<file path="config.mk">
export PLATFORM = sky130hd
export DESIGN_NAME = qmem_bus_arbiter
export DESIGN_NICKNAME = d
export VERILOG_FILES = /design/src/rtl/qmem_bus_arbiter.sv
export SDC_FILE = /design/constraint.sdc
export NUM_CORES = 1
export LEC_CHECK = 0
export CORE_AREA = 2 2 121 123
export DETAILED_ROUTE_END_ITERATION = 10
export DIE_AREA = 0 0 123 125
export PLACE_DENSITY = 0.54
export SLEW_MARGIN = 20
export SYNTH_ARGS = -nofsm -noshare
export SYNTH_HDL_FRONTEND = slang
export SYNTH_SLANG_ARGS = --single-unit
</file>
<file path="constraint.sdc">
create_clock -name clk -period 2.38 [get_ports clk]
set_clock_uncertainty 0.15 [all_clocks]
set_input_delay 0.476 -clock clk [delete_from_list [all_inputs] [get_ports clk]]
set_output_delay 0.476 -clock clk [all_outputs]
set_load 0.1 [all_outputs]
</file>
<file path="src/rtl/qmem_bus_arbiter.sv">
// Fixed-priority MN-master to single-slave QMEM arbiter.
// Routes requests and responses combinationally and holds the grant while a transfer is pending.
module qmem_bus_arbiter #(
    parameter int QAW = 32,
    parameter int QDW = 32,
    parameter int QSW = QDW / 8,
    parameter int MN  = 2
) (
    input  logic                    clk,
    input  logic                    rst,
    input  logic [MN-1:0]           qm_cs,
    input  logic [MN-1:0]           qm_we,
    input  logic [MN-1:0][QSW-1:0]  qm_sel,
    input  logic [MN-1:0][QAW-1:0]  qm_adr,
    input  logic [MN-1:0][QDW-1:0]  qm_dat_w,
    output logic [MN-1:0][QDW-1:0]  qm_dat_r,
    output logic [MN-1:0]           qm_ack,
    output logic [MN-1:0]           qm_err,
    output logic                    qs_cs,
    output logic                    qs_we,
    output logic [QSW-1:0]          qs_sel,
    output logic [QAW-1:0]          qs_adr,
    output logic [QDW-1:0]          qs_dat_w,
    input  logic [QDW-1:0]          qs_dat_r,
    input  logic                    qs_ack,
    input  logic                    qs_err,
    output logic [MN-1:0]           ms
);

    logic [MN-1:0] owner_r;
    logic [MN-1:0] grant_s;
    logic          resp_ok_s;

    // One-hot of the lowest-index set bit; zero when nothing is requested.
    function automatic logic [MN-1:0] first_one(input logic [MN-1:0] req);
        logic [MN-1:0] onehot;
        onehot = '0;
        for (int i = MN - 1; i >= 0; i--) begin
            if (req[i]) begin
                onehot    = '0;
                onehot[i] = 1'b1;
            end else begin
                onehot = onehot;
            end
        end
        return onehot;
    endfunction

    // Locked owner wins outright; otherwise fixed priority over live requests.
    always_comb begin
        if (owner_r != '0) begin
            grant_s = owner_r;
        end else begin
            grant_s = first_one(qm_cs);
        end
    end

    // Request mux: grant is one-hot or zero, so an AND-OR select idles at zero.
    always_comb begin
        qs_cs    = 1'b0;
        qs_we    = 1'b0;
        qs_sel   = '0;
        qs_adr   = '0;
        qs_dat_w = '0;
        for (int i = 0; i < MN; i++) begin
            qs_cs    = qs_cs | (grant_s[i] & qm_cs[i]);
            qs_we    = qs_we | (grant_s[i] & qm_we[i]);
            qs_sel   = qs_sel   | ({QSW{grant_s[i]}} & qm_sel[i]);
            qs_adr   = qs_adr   | ({QAW{grant_s[i]}} & qm_adr[i]);
            qs_dat_w = qs_dat_w | ({QDW{grant_s[i]}} & qm_dat_w[i]);
        end
    end

    // Responses count only while a request is actually presented to the slave.
    assign resp_ok_s = qs_cs;
    assign qm_ack    = {MN{qs_ack & resp_ok_s}} & grant_s;
    assign qm_err    = {MN{qs_err & resp_ok_s}} & grant_s;
    assign ms        = grant_s;

    // Read data is broadcast; only the acknowledged master samples it.
    always_comb begin
        for (int i = 0; i < MN; i++) begin
            qm_dat_r[i] = qs_dat_r;
        end
    end

    // Lock the grant across a pending transfer; release on ack, err, abort or idle.
    always_ff @(posedge clk or negedge rst) begin
        if (!rst) begin
            owner_r <= '0;
        end else if (qs_cs && !qs_ack && !qs_err) begin
            owner_r <= grant_s;
        end else begin
            owner_r <= '0;
        end
    end

endmodule

</file>
* Word level (Yosys, flattened, before mapping) *
Cells that the tools add are included.
Widths: inputs -> output; s select.

cells by class
  mux-type cells = 4
  bitwise operators = 19
  reductions and logical operators = 5

operators with widths
  cell               count
  $and 32x32->32     4
  $or 32x32->32      2
  $and 4x4->4        2
  $mux 2             4
  $and 1x1->1        6
  $and 2x2->2        2
  $or 4x4->4         1
  $logic_and 1x1->1  2
  $logic_not 1->1    2
  $or 1x1->1         2
  $reduce_bool 2->1  1

word-level totals
  bits in registers = 2
  input bits = 176
  logic and storage cells = 29

* Logic depth before layout (Yosys ltp) *
  depth in word-level cells = 8
  depth in mapped cells = 5
  gate-level depth less buffers = 3

* Least setup slack after synthesis *
Ideal clock, no wire load.

  path kind = input to output
  from = input port qm_cs[0]
  to = output port qs_dat_w[22]
  arrival = 2.085 ns
  required time = 1.754 ns
  path slack = -0.331 ns
  cell stages on the path = 4
  path buffers = 1
  cells stage by stage = inv_1 -> o21ai_2 -> buf_2 -> a22o_1

between the ends
  word-level cells in the longest chain between the ends = 4
  elaborated cells between the ends (all ways) = 5
  those cells by class = 2 x mux; 3 x bitwise

ends and longest elaborated chain
  item             line  text
  start, declared  11    input logic [MN-1:0] qm_cs,
  $mux 2           39    if (req[i]) begin
  $mux 2           51    if (owner_r != '0) begin
  via ms[0]        27    output logic [MN-1:0] ms
  $and 32x32->32   70    qs_dat_w = qs_dat_w | ({QDW{grant_s[i]}} & qm_dat_w[i]);
  $or 32x32->32    70
  end, declared    23    output logic [QDW-1:0] qs_dat_w,

The timed path passes the listed nets, and every way through them passes these cells.

* Final worst setup path *
  from = input port qm_cs[1]
  to = output port qs_dat_w[4]

between the ends
  word-level cells in the longest chain between the ends = 5

ends and longest elaborated chain
  item                  line
  $mux 2 (2 in series)  39
  $mux 2                51
  $and 32x32->32        70
  $or 32x32->32         70

Every way passes these cells.

==> qor.yml <==
outcome: "finished clean"
grt_usage_pct: 8.93
htreeDepth: 1
clock_sinks: 2
max_stage_delay_ps: 260
final_cells: 514
worstRegToRegCells: 3
worst_pin_slew_ps: 256
cp_top_family: "buffers and inverters"
vias_per_cell: 3.80
fmax_mhz: 432
ys_seq_area_share_pct: 3.66
p_leak_nw: 1.81
setup_viol: 0
regMostFlops: "owner_r"
io_buffer_count: 219
clk_latency_ps: 220
path_max_fanout: 13
syn_to_final_growth_pct: 224
hold_path.class: "input port to asynchronous set/reset pin"
root_buffer: "clkbuf_16"
fill_cells: 1436
antenna_found_initial: 0
cp_num_buf_inv: 4
core_um2: 14200
die_area_um2: 15400
cp-end-kind: "output pin"
drt-pass1-iter-count: 4
route.detailed.drc: 0
grt_pass1_wl_um: 10800
largest_reg_flops: 2
rrSetupSlack_ps: 1180
grt_overflow_total: 0
die_w_um: 123
required_ps: 1750
num_io_pins: 316
multi_input_area_um2: 833
rr_endpoint: "owner_r[0]$_DFF_PN0_"
drt_iter0_drc: 27
crit_chain: "dlygate4sd2_1 > a21o_4 > buf_12 > buf_16 > a22o_4 > buf_12"
peakVddDrop_mv: 0.414
synth_warnings: 0
grt_max_degree: 27
layout_commonest_cell: "clkdlybuf4s50_1"
rsz0062_at_grt: "no"
synth_area_um2: 1370
cp-start-kind: "input port"
finalCriticalPeriod_ps: 2310
layout_common_cells: "clkdlybuf4s50_1 (141), buf_12 (80), a22o_1 (55)"
avgSynthCellArea_um2: 8.09
cp_slowest_cell: "dlygate4sd2_1"
total_power_mw: 2.33
cp_common_cell: "buf_12"
placement_rows: 44
cts_buffers: 3
drive_gt1_share_pct: 36.4
die_h_um: 125
clockBufferDepth: 2
initial_core_util_pct: 9.63
power.density_nw_per_um2: 525
worstReg2RegStart: "owner_r[1]$_DFF_PN0_"
synth.distinct_cells: 16
totalWireLength_um: 7640
yosys_register_bits: 2
setup_slack_ps: 66.0
relSlewSlack_pct: 82.8
dp_hpwl_um: 5790
cap_viol_max_count: 0
synth.net_count: 345
placed_cells: 502
dr_total_vias: 1953
reg_top3: "owner_r x2"
synthCells: 169
postRouteAntennaNets: 0
detail_route.wl_per_cell_um: 14.9
cts_tree: "yes"
diodes: 0
clk_pin_slew_ps: 30
gp_congestion: 0.782
critical_path_class: "input port to output pin"
pre_cts_ws_ps: -244
crit_arrival_ps: 1690
fin_nets: 508
register_area_um2: 51.3
min_period_over_period_pct: 97.2
finalHoldViolCount: 0
grt_pass1_vias: 1979
drv_slew: 0
==> power breakdown <==
group          leakage (nW)  internal (mW)  switching [mW]
combinational          1.74          0.849            1.19
clock                0.0370          0.214          0.0391
sequential           0.0257         0.0357         0.00243
==> metal layers <==
metal / vias up / global-route usage, % / share of wire (%)
met1: 880 / 8.74 / 32
met4: 0 / 2.14 / 1.4
met5: - / 0 / 0
met2: 156 / 17.4 / 52
li1: 902 / - / -
met3: 15 / 3.28 / 14
==> stage by stage <==
stage | utilization, % | instance area [um2] | hold WS [ps] | setup TNS, ps
2_1_floorplan | - | 1410 | 30.4 | -549
3_3_place_gp | 28.8 | 4080 | 496 | -10910
3_5_place_dp | 28.8 | 4080 | 502 | -11760
4_1_cts | 31.1 | 4420 | 269 | 0
5_1_grt | 31.2 | 4430 | 280 | 0
6_report | 31.2 | 4430 | 270 | 0
==> synth_stat cells <==
master | count | share of area [%]
inv_1 | 3 | 0.82
o21ai_2 | 1 | 0.64
dfrtp_1 | 2 | 3.7
a21oi_1 | 4 | 1.5
o21ai_0 | 1 | 0.37
and2_1 | 2 | 0.91
a2bb2oi_1 | 1 | 0.64
a22o_1 | 69 | 44
buf_2 | 7 | 2.6
buf_6 | 8 | 6.6
a21o_1 | 1 | 0.55
nor3_1 | 2 | 0.73
nor2_1 | 1 | 0.27
nor3b_1 | 1 | 0.55
nor2b_1 | 2 | 0.91
buf_4 | 64 | 35
==> logic make-up after synthesis <==
family                 count (synthesis)  synth area share [%]
buffers and inverters                 82                  45.1
AOI/OAI and AO/OA                     77                  47.9
and+or+nand+nor                        8                  3.38
DFF                                    2                  3.66
==> how the worst max path moves through the flow <==
stage,start,to,slack (ps),depth (start not counted)
after floorplan,qm_cs[0],qm_ack[1],-270,3
after global placement,qm_cs[0],qs_dat_w[4],-230,6
after detailed placement,qm_cs[0],qs_dat_w[4],-240,6
after CTS,qm_cs[0],qs_dat_w[26],2,7
after global routing,owner_r[0]$_DFF_PN0_,qs_dat_w[9],8,5
final,qm_cs[1],qs_dat_w[4],70,6
==> what timing repair did <==
action,4_1_cts,5_1_grt
hold buffers,0,0
setup endpoints to repair,73,68
gates cloned,4,0
gates resized for setup,19,5
buffers inserted,5,0
pin swaps,4,1
==> final cells by class <==
class                   count  area share (%)
repair buffers            237            72.9
multi-input cells          85            18.8
flip-flops and latches      2            1.16
well taps                 184            5.19
inverters                   3           0.254
clock buffers               3            1.69
Note: power is estimated with default switching activity, not from simulation.
